--- config.mk ---
export PLATFORM = sky130hd
export DESIGN_NAME = seg_scan_ctrl
export DESIGN_NICKNAME = d
export VERILOG_FILES = /design/src/rtl/seg_pkg.sv /design/src/rtl/seg_scan_ctrl_converter_7s.sv /design/src/rtl/seg_scan_ctrl.sv
export SDC_FILE = /design/constraint.sdc
export NUM_CORES = 1
export LEC_CHECK = 0
export ABC_AREA = 1
export BUFFER_PORTS_ARGS = -buffer_cell sky130_fd_sc_hd__buf_2
export CAP_MARGIN = 10
export CELL_PAD_IN_SITES_DETAIL_PLACEMENT = 2
export CELL_PAD_IN_SITES_GLOBAL_PLACEMENT = 2
export CORE_AREA = 2 2 95 97
export DETAILED_ROUTE_END_ITERATION = 6
export DIE_AREA = 0 0 97 99
export GPL_ROUTABILITY_DRIVEN = 0
export HOLD_SLACK_MARGIN = 0.06
export PLACE_DENSITY = 0.87
export SLEW_MARGIN = 20
export SYNTH_ARGS = -nofsm -noshare
export SYNTH_HDL_FRONTEND = slang
export SYNTH_HIERARCHICAL = 1
export SYNTH_SLANG_ARGS = --single-unit
--- constraint.sdc ---
create_clock -name clk -period 4.5 [get_ports clk]
set_clock_uncertainty 0.2 [all_clocks]
set_input_delay 0.45 -clock clk [delete_from_list [all_inputs] [get_ports clk]]
set_output_delay 0.45 -clock clk [all_outputs]
set_load 0.02 [all_outputs]
--- src/rtl/seg_pkg.sv ---
// Shared definitions for the multiplexed seven-segment scanner.
package seg_pkg;

    typedef enum logic {
        ST_SHOW  = 1'b0,
        ST_BLANK = 1'b1
    } scan_state_e;

    localparam logic [6:0]  SEG_BLANK = 7'h7F;
    localparam int unsigned NIBBLE_W  = 4;

endpackage

--- src/rtl/seg_scan_ctrl_converter_7s.sv ---
// Hex nibble to active-low seven-segment pattern (gfedcba), purely combinational.
module converter_7s
    import seg_pkg::*;
(
    input  logic [NIBBLE_W-1:0] nibble,
    output logic [6:0]          seg_c
);

    always_comb begin
        seg_c = SEG_BLANK;
        case (nibble)
            4'h0: seg_c = 7'b1000000;
            4'h1: seg_c = 7'b1111001;
            4'h2: seg_c = 7'b0100100;
            4'h3: seg_c = 7'b0110000;
            4'h4: seg_c = 7'b0011001;
            4'h5: seg_c = 7'b0010010;
            4'h6: seg_c = 7'b0000010;
            4'h7: seg_c = 7'b1111000;
            4'h8: seg_c = 7'b0000000;
            4'h9: seg_c = 7'b0010000;
            4'hA: seg_c = 7'b0001000;
            4'hB: seg_c = 7'b0000011;
            4'hC: seg_c = 7'b1000110;
            4'hD: seg_c = 7'b0100001;
            4'hE: seg_c = 7'b0000110;
            4'hF: seg_c = 7'b0001110;
        endcase
    end

endmodule

--- src/rtl/seg_scan_ctrl.sv ---
// Multiplexed seven-segment scanner with tear-free frame-boundary value updates.
// Optional macro SEG_LEADING_ZERO_BLANK_EN suppresses leading-zero digits.
module seg_scan_ctrl
    import seg_pkg::*;
#(
    parameter int unsigned NUM_DIGITS   = 4,
    parameter int unsigned DIV          = 50000,
    parameter int unsigned BLANK_CYCLES = 16
) (
    input  logic                           clk,
    input  logic                           rst_n,
    input  logic                           load,
    input  logic [NIBBLE_W*NUM_DIGITS-1:0] value,
    output logic [6:0]                     seg,
    output logic [NUM_DIGITS-1:0]          an,
    output logic                           frame_done
);

    localparam int unsigned VW      = NIBBLE_W * NUM_DIGITS;
    localparam int unsigned CNT_MAX = (DIV > BLANK_CYCLES) ? DIV : BLANK_CYCLES;
    localparam int unsigned CW      = (CNT_MAX > 1) ? $clog2(CNT_MAX) : 1;
    localparam int unsigned IW      = $clog2(NUM_DIGITS);

    scan_state_e           state_q, state_d;
    logic [CW-1:0]         cnt_q, cnt_d;
    logic [IW-1:0]         idx_q, idx_d;
    logic                  first_q, first_d;
    logic [VW-1:0]         display_q, display_d;
    logic [VW-1:0]         pending_q, pending_d;
    logic                  pending_valid_q, pending_valid_d;
    logic [6:0]            seg_q, seg_d;
    logic [NUM_DIGITS-1:0] an_q, an_d;
    logic                  frame_done_q, frame_done_d;

    logic                  wrap_c;
    logic                  lit_c;
    logic [NIBBLE_W-1:0]   nibble_c;
    logic [6:0]            conv_seg_c;

    // Scan sequencing plus pending/display hand-off at the frame wrap.
    always_comb begin
        state_d         = state_q;
        cnt_d           = cnt_q;
        idx_d           = idx_q;
        first_d         = first_q;
        display_d       = display_q;
        pending_d       = pending_q;
        pending_valid_d = pending_valid_q;
        wrap_c          = 1'b0;

        case (state_q)
            ST_SHOW: begin
                if (cnt_q == CW'(DIV - 1)) begin
                    state_d = ST_BLANK;
                    cnt_d   = '0;
                end else begin
                    cnt_d = cnt_q + CW'(1);
                end
            end
            ST_BLANK: begin
                if (cnt_q == CW'(BLANK_CYCLES - 1)) begin
                    state_d = ST_SHOW;
                    cnt_d   = '0;
                    // The blank after reset leads straight into digit 0.
                    if (first_q) begin
                        first_d = 1'b0;
                    end else if (idx_q == IW'(NUM_DIGITS - 1)) begin
                        idx_d  = '0;
                        wrap_c = 1'b1;
                    end else begin
                        idx_d = idx_q + IW'(1);
                    end
                end else begin
                    cnt_d = cnt_q + CW'(1);
                end
            end
        endcase

        if (wrap_c) begin
            if (load) begin
                display_d = value;
            end else if (pending_valid_q) begin
                display_d = pending_q;
            end
            pending_valid_d = 1'b0;
        end else if (load) begin
            pending_valid_d = 1'b1;
        end
        if (load) begin
            pending_d = value;
        end
    end

    always_comb begin
        nibble_c = '0;
        for (int i = 0; i < int'(NUM_DIGITS); i++) begin
            if (idx_q == IW'(i)) begin
                nibble_c = display_q[i*NIBBLE_W +: NIBBLE_W];
            end
        end
    end

`ifdef SEG_LEADING_ZERO_BLANK_EN
    logic [IW-1:0] top_c;

    // Highest nonzero nibble; digits above it stay dark.
    always_comb begin
        top_c = '0;
        for (int i = 0; i < int'(NUM_DIGITS); i++) begin
            if (display_q[i*NIBBLE_W +: NIBBLE_W] != '0) begin
                top_c = IW'(i);
            end
        end
    end

    assign lit_c = (state_q == ST_SHOW) && (idx_q <= top_c);
`else
    assign lit_c = (state_q == ST_SHOW);
`endif

    converter_7s u_conv (
        .nibble (nibble_c),
        .seg_c  (conv_seg_c)
    );

    always_comb begin
        seg_d        = lit_c ? conv_seg_c : SEG_BLANK;
        an_d         = '1;
        frame_done_d = wrap_c;
        for (int i = 0; i < int'(NUM_DIGITS); i++) begin
            an_d[i] = !(lit_c && (idx_q == IW'(i)));
        end
    end

    always_ff @(posedge clk or negedge rst_n) begin
        if (!rst_n) begin
            state_q         <= ST_BLANK;
            cnt_q           <= '0;
            idx_q           <= '0;
            first_q         <= 1'b1;
            display_q       <= '0;
            pending_q       <= '0;
            pending_valid_q <= 1'b0;
            seg_q           <= SEG_BLANK;
            an_q            <= '1;
            frame_done_q    <= 1'b0;
        end else begin
            state_q         <= state_d;
            cnt_q           <= cnt_d;
            idx_q           <= idx_d;
            first_q         <= first_d;
            display_q       <= display_d;
            pending_q       <= pending_d;
            pending_valid_q <= pending_valid_d;
            seg_q           <= seg_d;
            an_q            <= an_d;
            frame_done_q    <= frame_done_d;
        end
    end

    assign seg        = seg_q;
    assign an         = an_q;
    assign frame_done = frame_done_q;

endmodule

**Yosys cells after proc, flatten, opt, wreduce, memory -nomap -nowiden**

Memories as Yosys holds them, arrays and structs flattened.
Cells that the tools add are included.

- Register bits after elaboration: 65
- ROM bits: 112
- Bits of input ports: 19
- Output and inout port bits: 12
- Word-level logic and storage cells: 54
- Memories: 1

Memories:

| name | depth | width | rd ports | clocked after Yosys merged registers in | write ports | RTL line | source |
|---|---|---|---|---|---|---|---|
| (no name shown) | 16 | 7 | 1 | 0 | 0 | seg_scan_ctrl_converter_7s.sv:11 | `case (nibble)` |

- Add/subtract/negate cells: 2
- Equal/unequal tests: 5
- Multiplexer cells: 20
- Bitwise logic cells: 2
- Reduce and logical (&&, ||, !) cells: 14

Operators with widths:

| cell | number |
|---|---|
| 16-bit 2-to-1 mux | 4 |
| 16-bit case mux with 2 select lines | 1 |
| 16-bit by 1-bit adder with 16-bit output, second input constant | 1 |
| 16-bit == test, second input constant | 1 |
| 16-bit by 4-bit == test with 1-bit output, second input constant | 1 |
| 4-bit 2-to-1 mux | 4 |
| 1-bit 2-to-1 mux | 8 |
| 7-bit 2-to-1 mux | 1 |
| 2-bit == test, second input constant | 2 |
| 1-bit logical AND | 4 |
| 1-bit logical NOT | 4 |
| 2-bit AND reduction | 2 |
| 2-bit nonzero test | 2 |
| 3-bit AND reduction | 1 |
| 2-bit by 1-bit adder with 2-bit output, second input constant | 1 |
| 2-bit by 1-bit == test with 1-bit output, second input constant | 1 |
| 2-bit logical NOT | 1 |
| 2-bit 2-to-1 mux | 1 |
| 1-bit NOT | 2 |
| 1-bit case mux with 2 select lines | 1 |

**Longest topological paths before layout**

Gate-level depths: netlist of run 1.
An unclocked memory read counts as a cell.

- Depth after elaboration: 7
- Gate-level depth with buffers: 13
- Mapped depth without buffers: 13

**By module**

The synthesis of run 1 kept the hierarchy.

Modules (own cells, without submodules):

| module | times used | cells each | area each (sq um) | sequential area each (sq um) |
|---|---|---|---|---|
| seg_scan_ctrl | 1 | 328 | 2909.0 | 1642.8 |
| converter_7s | 1 | 49 | 274.0 | 0.0 |

**Worst setup path after synthesis of run 1**

No wires, ideal clock.

- Path kind: register to register
- Start point: register idx_q[0]
- End point: register seg_q[3] (netlist: seg[3])
- Setup time: 0.084 ns
- Arrival: 2.159 ns
- Data required time: 4.216 ns
- Slack: 2.057 ns
- Stages on the path, launching flop included: 12
- Path buffers: 1
- Period minus slack after synthesis: 2.443 ns
- Cells stage by stage: dfrtp_1 > inv_1 > ha_1 > clkbuf_1 > a21oi_1 > a21oi_1 > inv_1 > ha_1 > nand2_1 > nand3_1 > nand2_1 > or2_2

- Word-level cells in the longest chain between the ends: 7
- Elaborated cells on any way between the ends: 10
- Classes of those cells: eq/ne (3); mux (5); reduce/logical (1); memory (1)

RTL lines:

| what | RTL line | source |
|---|---|---|
| from (decl) | seg_scan_ctrl.sv:26 | `logic [IW-1:0] idx_q, idx_d;` |
| from (signal assigned) | seg_scan_ctrl.sv:150 | `idx_q <= idx_d;` |
| 2-bit logical NOT | seg_scan_ctrl.sv:97 | `if (idx_q == IW'(i)) begin` |
| 4-bit 2-to-1 mux (3 in series) | seg_scan_ctrl.sv:97 |  |
| 4-bit 2-to-1 mux (*) | seg_scan_ctrl.sv:97 |  |
| via nibble_c[1] | seg_scan_ctrl.sv:37 | `logic [NIBBLE_W-1:0] nibble_c;` |
| memory read 16 x 7 bit (*) | - |  |
| via conv_seg_c[3] | seg_scan_ctrl.sv:38 | `logic [6:0] conv_seg_c;` |
| 7-bit 2-to-1 mux (*) | seg_scan_ctrl.sv:127 | `seg_d = lit_c ? conv_seg_c : SEG_BLANK;` |
| via seg_d[3] | seg_scan_ctrl.sv:31 | `logic [6:0] seg_q, seg_d;` |
| to (signal assigned) | seg_scan_ctrl.sv:155 | `seg_q <= seg_d;` |
| to (decl) | seg_scan_ctrl.sv:31 |  |

Mark *: on every way through the listed nets, which the timed path passes. The rest lies on a longest branch.
A chain may end at the register's enable or synchronous reset.

**Final worst setup path of run 1**

Same ends and word-level chain as after synthesis.

==> results.yml, run 1 <==
outcome:
  status: "complete, no violations"
grt:
  met1_usage_pct: 23.79
  grt-ovfl-total: 0
  grt_usage_pct: 19.18
  grt_pass1_wl_um: 14670
  grt_pass1_vias: 2912
  met3_usage_pct: 3.191
  grtUsageMet2_pct: 32.91
  grt_max_degree: 45
  grt_antenna_before_repair: 0
  grt_busiest_layer: "met2"
power_and_ir_drop:
  total_leakage_power_nw: 1.898
  switching_share_pct: 24.63
  intPower_mw: 0.8639
  p_clk_share_pct: 43.9
  finalPower_mw: 1.146
  combPwrFrac_pct: 3.7
  p_switching_mw: 0.2823
  power_density_nw_per_um2: 317.4
  power_frac_seq_pct: 52.4
  peakVddDrop_mv: 0.1437
synth:
  syn_area_um2: 3183
  syn_inst: 377
  synth_mux_area_share_pct: 0
  synthSimpleGateAreaFrac_pct: 31.17
  yosysWarnings: 6
  avgSynthCellArea_um2: 8.443
  ys_types: 28
  synth_top_area_share_pct: 40.88
  ys_top_cells_by_area: "dfrtp_1 41%, nand2_1 16%, dfstp_2 11%, nand3_1 5.7%, ha_1 4.7%"
  ys_async_sr_fraction_pct: 100.0
  synth_xor_area_share_pct: 2.752
  synth_compound_area_share_pct: 3.892
  ys_seq_elements: 65
  yosysMostFrequentCell: "nand2_1"
  synth_top_family_by_area: "simple AND/OR/NAND/NOR gates"
  yosys.area_share.adder_pct: 4.717
  synth.yosys.seq_area_share_pct: 51.61
  syn-num-nets: 408
  synth_top_cells_by_count: "136 x nand2_1, 52 x dfrtp_1, 36 x nand3_1"
  synth.largest_area_cell: "dfrtp_1"
  synth_enable_flop_cells: 0
  ys.flop_type: "dfrtp_1"
setup_path:
  cp.arrival_ns: 3.12
  reg2reg_to: "seg[3]"
  r2r_slack_ns: 1.46
  end_kind: "flop"
  crit_type: "flop to flop"
  worstSetupStartpointType: "flop"
  max_stage_delay_ns: 0.71
  critical_path.cell_chain: "ha_1, inv_1, nor2_1, a21oi_1, inv_1, nand2_1, nand2_1, nand2_1, nand2_1, or2_2"
  slowest_stage: "a21oi_1"
  crit_required_ns: 4.58
  timing.rr.start: "idx_q[0]"
  crit_top_cell: "nand2_1"
  r2r_cells: 10
  path_max_fanout: 12
cts:
  cts_tree: "yes"
  htreeDepth: 3
  clk_pin_slew_worst_paths_ns: 0.08
  clock_latency_ns: 0.35
  postCtsSetupBuffers: 0
  cts_sinks: 65
  cts_buffers: 9
  cts_buffer_depth: 2
  clockRootBuffer: "clkbuf_8"
  post_cts_resized: 0
finish:
  final_nets: 441
  instances_no_fill: 523
  regArea_um2: 1643
  layout-drive-gt1-share_pct: 19.04
  multi_input_area_um2: 1354
  areaGrowthSynthToFinish_pct: 13.44
  fillers: 995
  diodes: 0
timing:
  worstMarginPinSlew_ns: 0.9000
  fin_hold_ws_ns: 0.1287
  setup-tns-final_ns: 0
  hold_viol_final: 0
  final.period_utilization_pct: 67.60
  slew_violations: 0
  slew_headroom_pct: 40.00
  max_clock_freq_mhz: 328.7
  grt_setup_unrepaired: "no"
  period_needed_ns: 3.042
  finalSetupViolations: 0
route:
  vias: 2617
  wirelength_um: 8376
  wl_per_cell_um: 16.02
  drtIter0Drc: 49
  vias_per_cell: 5.004
  drcViolationCount: 0
  first_pass_iters: 4
  ant_nets: 0
die:
  rows: 34
  initial_utilization_pct: 37.23
  dieArea_um2: 9603
  ios: 31
  die_w_um: 97
  coreArea_um2: 8551
  die_height_um: 99
worst_hold_path:
  hp-class: "input pin to flop"
  holdPathStages: 3
  hold_path.startpoint: "value[9]"
  hold_end: "pending_q[9]"
run:
  max_cap_violations: 0
placement:
  io_buffers: 30
  place_hpwl_um: 6124
  placed_cells: 506
-- metrics by stage --
step | worst slack, ns | utilization (%) | instance area [um2]
after detailed placement | 1.482 | 39.83 | 3406
after global placement | 1.765 | 39.83 | 3406
after floorplan | 2.057 | - | 3183
after global routing | 1.210 | 42.23 | 3611
after CTS | 1.434 | 42.23 | 3611
final | 1.458 | 42.23 | 3611
-- repair_timing --
action,CTS,global route
endpoints found under the setup margin,0,0
endpoints found under the hold margin,8,0
hold buffers,1,0
-- cells in the final DEF (no fill, tap or decap), types with 3 or more instances in the layout --
cell type	Yosys	routed
o21ai_0	4	4
nor2_4	3	3
dfstp_2	13	13
nand2_1	136	136
clkbuf_8	0	9
a21oi_1	12	12
nand3_1	36	36
ha_1	12	12
clkinvlp_4	0	3
xor2_1	9	9
dfrtp_1	52	52
nand4_1	3	3
buf_2	2	30
a21o_1	4	4
inv_1	28	28
nor2_1	35	35
inv_2	3	3
or2_2	7	7
-- sequential cells by signal, indices dropped and copies added, names as in the netlist --
name,count
an,4
cnt_q,16
display_q,16
first_q,1
frame_done,1
idx_q,2
pending_q,16
pending_valid_q,1
seg,7
state_q,1
-- power by group through the flow --
stage | Clock, mW | Combinational (mW) | Sequential [mW]
floorplan | 0 | 0.0177 | 0.610
global placement | 0 | 0.0409 | 0.611
detailed placement | 0 | 0.0438 | 0.611
CTS | 0.513 | 0.0449 | 0.600
global route | 0.541 | 0.0512 | 0.602
finish | 0.503 | 0.0425 | 0.600
-- routing by layer --
metal  wire length [um]  vias to the layer above
li1                   -                     1239
met2               4223                       43
met4                216                        0
met3                231                       20
met5                  0                        -
met1               3706                     1315
-- area by class of cell --
type                            instances  share of cell area, %
Sequential cell                        65                  45.50
Clock inverter                          7                  1.975
Multi-Input combinational cell        271                  37.49
Timing Repair Buffer                   32                  4.643
Tap cell                              108                  3.742
Inverter                               31                  3.222
Clock buffer                            9                  3.430
-- critical path, delay by kind of cell, from the launching register on --
family	cells	cell delay (ns)
flip-flops	1	0.42
AO/OA/AOI/OAI	1	0.71
AND/OR/NAND/NOR	6	0.74
adder cells (fa/ha/maj)	1	0.32
buffers and inverters	2	0.56
-- logic make-up after synthesis --
logic type,count (synthesis)
buffers and inverters,41
adder cells (fa/ha/maj),12
AO/OA/AOI/OAI,22
flip-flops,65
XOR/XNOR,10
AND/OR/NAND/NOR,227
-- how the worst max path moves through the flow --
stage                        start  endpoint  slack (ns)
after detailed placement  idx_q[1]    seg[3]        1.48
after CTS                 idx_q[1]    seg[3]        1.43
final                     idx_q[0]    seg[3]        1.46
after global placement    idx_q[0]    seg[3]        1.76
after global routing      idx_q[0]    seg[3]        1.21
after floorplan           idx_q[0]    seg[3]        2.06
(Power assumes the default switching activity.)
==> inputs of run 2 (changes only) <==
CORE_AREA = 2 2 103 105   (was 2 2 95 97)
DIE_AREA = 0 0 105 107   (was 0 0 97 99)
PLACE_DENSITY = 0.79   (was 0.87)
clock period = 2.7 ns   (was 4.5 ns; I/O delays follow)
==> run 2 against run 1 <==
  * Register-to-register slack lost 1.3 ns
  * Utilization shrank 4.0 points
  * Sequential share of layout area shrank 2.9 points
  * Combinational power grew 110%
  * Routed wire length shrank 5.0%
  * Global-route usage shrank 3.0 points
  * Non-clock buffer count grew 22
  * Fmax grew 21%
  * Clock-buffer cell count grew 2
  * Flip-flop and latch count is the same
==> results.yml, run 2 (synthesized netlist as in run 1, its figures left out) <==
grt:
  grt-ovfl-total: 0
  grt_max_degree: 66
  grt_usage_pct: 16.17
  grt_pass1_wl_um: 14360
  grt_pass1_vias: 2915
  grt_antenna_before_repair: 0
route:
  ant_nets: 0
  vias: 2607
  met1Wirelength_um: 3673
  maxUsedRoutingLayer: "met4"
  met2_wirelength_um: 3935
  wl_per_cell_um: 13.89
  wirelength_um: 7958
  vias_per_cell: 4.550
  first_pass_iters: 4
  route.met3.wl_um: 241
  drcViolationCount: 0
  drtIter0Drc: 69
cts:
  clockRootBuffer: "clkbuf_8"
  cts_sinks: 65
  cts_buffers: 9
  cts_buffer_depth: 2
  clk_pin_slew_worst_paths_ns: 0.07
  clock_latency_ns: 0.35
  postCtsSetupBuffers: 0
  cts_tree: "yes"
  htreeDepth: 3
power_and_ir_drop:
  power_density_nw_per_um2: 500.4
  peakVddDrop_mv: 0.2604
  total_leakage_power_nw: 2.001
timing:
  max_clock_freq_mhz: 399.0
  setup-tns-final_ns: 0
  setup_ws_ns: 0.1940
  hold_viol_final: 0
  final.period_utilization_pct: 92.81
  slew_headroom_pct: 44.74
  grt_setup_unrepaired: "no"
  period_needed_ns: 2.506
  finalSetupViolations: 0
  worstMarginPinSlew_ns: 0.8289
  slew_violations: 0
die:
  dieArea_um2: 11240
  die_height_um: 107
  rows: 37
  ios: 31
  initial_utilization_pct: 31.54
  die_w_um: 105
  coreArea_um2: 10090
finish:
  multi_input_area_um2: 1358
  final_nets: 463
  areaGrowthSynthToFinish_pct: 21.15
  final_common_cell: "nand2_1"
  reg_top3: "cnt_q (16), display_q (16), pending_q (16)"
  final_core_util_pct: 38.21
  fillers: 1170
  layout-drive-gt1-share_pct: 19.22
  regArea_um2: 1643
  final_cell_mix: "136 x nand2_1, 52 x dfrtp_1, 36 x nand3_1, 35 x nor2_1, 30 x buf_2"
  diodes: 0
setup_path:
  slowest_stage: "dfrtp_1"
  critical_path.cell_chain: "inv_1, ha_1, inv_1, nand3_1, a21o_1, a21oi_1, inv_1, ha_1, nand2_1, nand3_1, nand2_1, or2_2"
  crit_required_ns: 2.78
  end_kind: "flop"
  path_max_fanout: 6
  crit_type: "flop to flop"
  max_stage_delay_ns: 0.37
  worstSetupStartpointType: "flop"
  cp.arrival_ns: 2.58
  crit_top_cell: "inv_1"
placement:
  io_buffers: 30
  place_hpwl_um: 5740
  preCtsSetupSlack_ns: 0.2179
worst_hold_path:
  hp-class: "input pin to flop"
outcome:
  status: "complete, no violations"
run:
  max_cap_violations: 0
==> run 2: cell count changes in the layout (fill, tap and decap cells not counted) <==
cell / delta
clkbuf_8: +1
clkinv_2: -1
clkbuf_1: +1
a21oi_1: -1
a21oi_2: +1
buf_4: +6
clkinv_1: +1
dlygate4sd3_1: +16
clkinvlp_4: -2
==> run 2: stage by stage <==
stage / std cells / total power [mW] / instance area (um2) / hold slack, ns
2_1_floorplan: 377 / 1.047 / 3183 / -0.2256
3_3_place_gp: 540 / 1.088 / 3486 / 0.2445
3_5_place_dp: 540 / 1.091 / 3486 / 0.2509
4_1_cts: 573 / 1.961 / 3852 / 0.1235
5_1_grt: 573 / 2.017 / 3856 / 0.1638
6_report: 573 / 1.929 / 3856 / 0.1337
==> run 2: critical path, delay by kind of cell, from the launching register on <==
family | cells | cell delay (ns)
adders and majority gates | 2 | 0.58
AOI/OAI and AO/OA | 2 | 0.36
and+or+nand+nor | 5 | 0.55
buffers and inverters | 3 | 0.38
DFF | 1 | 0.37
==> run 2: final cells by class <==
| type | instances | share of cell area, % |
|---|---|---|
| sequential | 65 | 42.60 |
| multi-input combinational | 271 | 35.20 |
| timing repair buffer | 54 | 9.669 |
| tap | 136 | 4.413 |
| clock buffer | 11 | 3.666 |
| inverter | 31 | 3.018 |
| clock inverter | 5 | 1.428 |
==> run 2: final timing paths <==
path | end | startpoint | depth (start not counted) | slack (ns)
worst max-delay path | seg[3] | idx_q[1] | 12 | 0.19
worst min register to register | cnt_q[0] | cnt_q[0] | 1 | 0.27
worst min-delay path | pending_q[3] | load | 3 | 0.13
worst max register to register | seg[3] | idx_q[1] | 12 | 0.19
min in group asynchronous | cnt_q[13] | rst_n | 3 | 0.43
max in group asynchronous | cnt_q[2] | rst_n | 3 | 1.31
==> run 2: routing by layer <==
metal	vias up	GRT usage (%)
met1	1274	19.87
met4	0	5.333
li1	1287	-
met5	-	0
met2	37	27.97
met3	9	3.830
==> run 2: repair_timing <==
action | CTS | global route
setup endpoints to repair | 0 | 1
hold buffers | 17 | 0
endpoints found under the hold margin | 68 | 0
gates resized for setup | 0 | 1
==> run 2: power breakdown <==
group	total, mW	switching [mW]	internal [mW]	leakage (nW)
Sequential	1.00	0.00609	0.995	0.813
Combinational	0.0886	0.0526	0.0360	1.09
Clock	0.840	0.391	0.449	0.0970
==> inputs of run 3 (changes only) <==
REMOVE_ABC_BUFFERS = 1   (was not set)
TNS_END_PERCENT = 50   (was not set)
==> run 3 against run 2 <==
  * Combinational power grew 2.5%
  * First-iteration DRC count is 17% lower
  * Largest power group unchanged
  * Die area did not move
  * Critical endpoint unchanged
==> results.yml, run 3 (synthesized netlist as in run 1, its figures left out) <==
outcome:
  status: "complete, no violations"
timing:
  max_clock_freq_mhz: 398.4
  setup-tns-final_ns: 0
  slew_violations: 0
  period_needed_ns: 2.510
  final.period_utilization_pct: 92.97
  hold_viol_final: 0
  worstMarginPinSlew_ns: 0.6379
  grt_setup_unrepaired: "no"
  slew_headroom_pct: 57.48
  finalSetupViolations: 0
die:
  initial_utilization_pct: 31.54
  die_w_um: 105
  coreArea_um2: 10090
  rows: 37
  die_height_um: 107
  ios: 31
  dieArea_um2: 11240
run:
  max_cap_violations: 0
cts:
  cts_sinks: 65
  clk_pin_slew_worst_paths_ns: 0.07
  cts_buffers: 9
  htreeDepth: 3
  clockRootBuffer: "clkbuf_8"
  cts_buffer_depth: 2
  cts_tree: "yes"
  postCtsSetupBuffers: 0
  clock_latency_ns: 0.34
worst_hold_path:
  hp-class: "input pin to flop"
  holdPathStages: 4
finish:
  areaGrowthSynthToFinish_pct: 22.21
  final_common_cell: "nand2_1"
  regArea_um2: 1643
  final_core_util_pct: 38.54
  multi_input_area_um2: 1358
  reg_top3: "cnt_q (16), display_q (16), pending_q (16)"
  final_cell_mix: "136 x nand2_1, 52 x dfrtp_1, 36 x nand3_1, 35 x nor2_1, 30 x buf_2"
  final_nets: 464
  layout-drive-gt1-share_pct: 19.45
  diodes: 0
  fillers: 1183
setup_path:
  crit_required_ns: 2.77
  worstSetupStartpointType: "flop"
  path_max_fanout: 6
  crit_type: "flop to flop"
  end_kind: "flop"
  r2r_cells: 12
  cp.arrival_ns: 2.58
grt:
  grt_usage_pct: 15.97
  grt_pass1_vias: 2851
  grt_antenna_before_repair: 0
  grt_pass1_wl_um: 14170
  grt-ovfl-total: 0
  grt_max_degree: 41
power_and_ir_drop:
  peakVddDrop_mv: 0.1707
  power_density_nw_per_um2: 512.8
  total_leakage_power_nw: 2.020
placement:
  io_buffers: 30
  place_hpwl_um: 6048
route:
  drcViolationCount: 0
  first_pass_iters: 4
  wirelength_um: 8177
  ant_nets: 0
  drtIter0Drc: 57
  wl_per_cell_um: 14.27
  vias_per_cell: 4.588
  vias: 2629
## run 3: area by class of cell
| cell class | count | share of cell area (%) |
|---|---|---|
| clock buffer | 12 | 3.731 |
| multi-input combinational | 271 | 34.90 |
| inverter | 31 | 2.991 |
| sequential | 65 | 42.23 |
| tap | 136 | 4.374 |
| timing repair buffer | 55 | 10.10 |
| clock inverter | 3 | 1.673 |
## run 3: worst max-delay path, cell delays in order (launching register included)
cell,delay [ns]
dfrtp_1,0.38
inv_1,0.09
ha_1,0.25
inv_1,0.15
nand3_1,0.10
a21o_1,0.17
a21oi_1,0.17
inv_1,0.15
ha_1,0.33
nand2_1,0.06
nand3_1,0.08
nand2_1,0.05
or2_2,0.26
## run 3: report_power, final
| part | internal, mW | switching (mW) |
|---|---|---|
| clock network | 0.540 | 0.363 |
| logic | 0.0390 | 0.0518 |
| registers | 0.995 | 0.00595 |
## run 3: worst paths after layout
kind                       slack (ns)     start            end
setup / recovery                 0.19  idx_q[1]         seg[3]
setup reg to reg                 0.19  idx_q[1]         seg[3]
hold reg to reg                  0.25   first_q        first_q
hold / removal                   0.15      load  pending_q[13]
max in group asynchronous        1.36     rst_n   pending_q[0]
min in group asynchronous        0.30     rst_n      cnt_q[10]
## run 3: through the flow
stage / hold WS [ns] / total power, mW / std cells / worst slack, ns / cell area (um2)
after global placement: 0.1116 / 1.091 / 541 / 0.3691 / 3506
after detailed placement: 0.1335 / 1.095 / 541 / 0.1556 / 3506
after global routing: 0.1974 / 2.081 / 573 / 0.004775 / 3890
after floorplan: -0.2256 / 1.043 / 367 / 0.2518 / 3113
final: 0.1493 / 1.995 / 573 / 0.1897 / 3890
after CTS: 0.1511 / 2.026 / 573 / 0.1287 / 3886
## run 3: timing repair
action / in CTS / in global routing
endpoints found under the setup margin: 0 / 2
resized for setup: 0 / 2
endpoints found under the hold margin: 28 / 0
hold buffers: 17 / 0
## run 3: per-layer routing
| metal | part of all wire [%] | GRT usage (%) | vias to the layer above | wire, um |
|---|---|---|---|---|
| met5 | 0 | 0 | - | 0 |
| met4 | 1.4 | 5.524 | 0 | 117 |
| met3 | 2.8 | 3.404 | 11 | 233 |
| met2 | 49 | 26.99 | 37 | 4003 |
| met1 | 47 | 20.28 | 1293 | 3823 |
| li1 | - | - | 1288 | - |
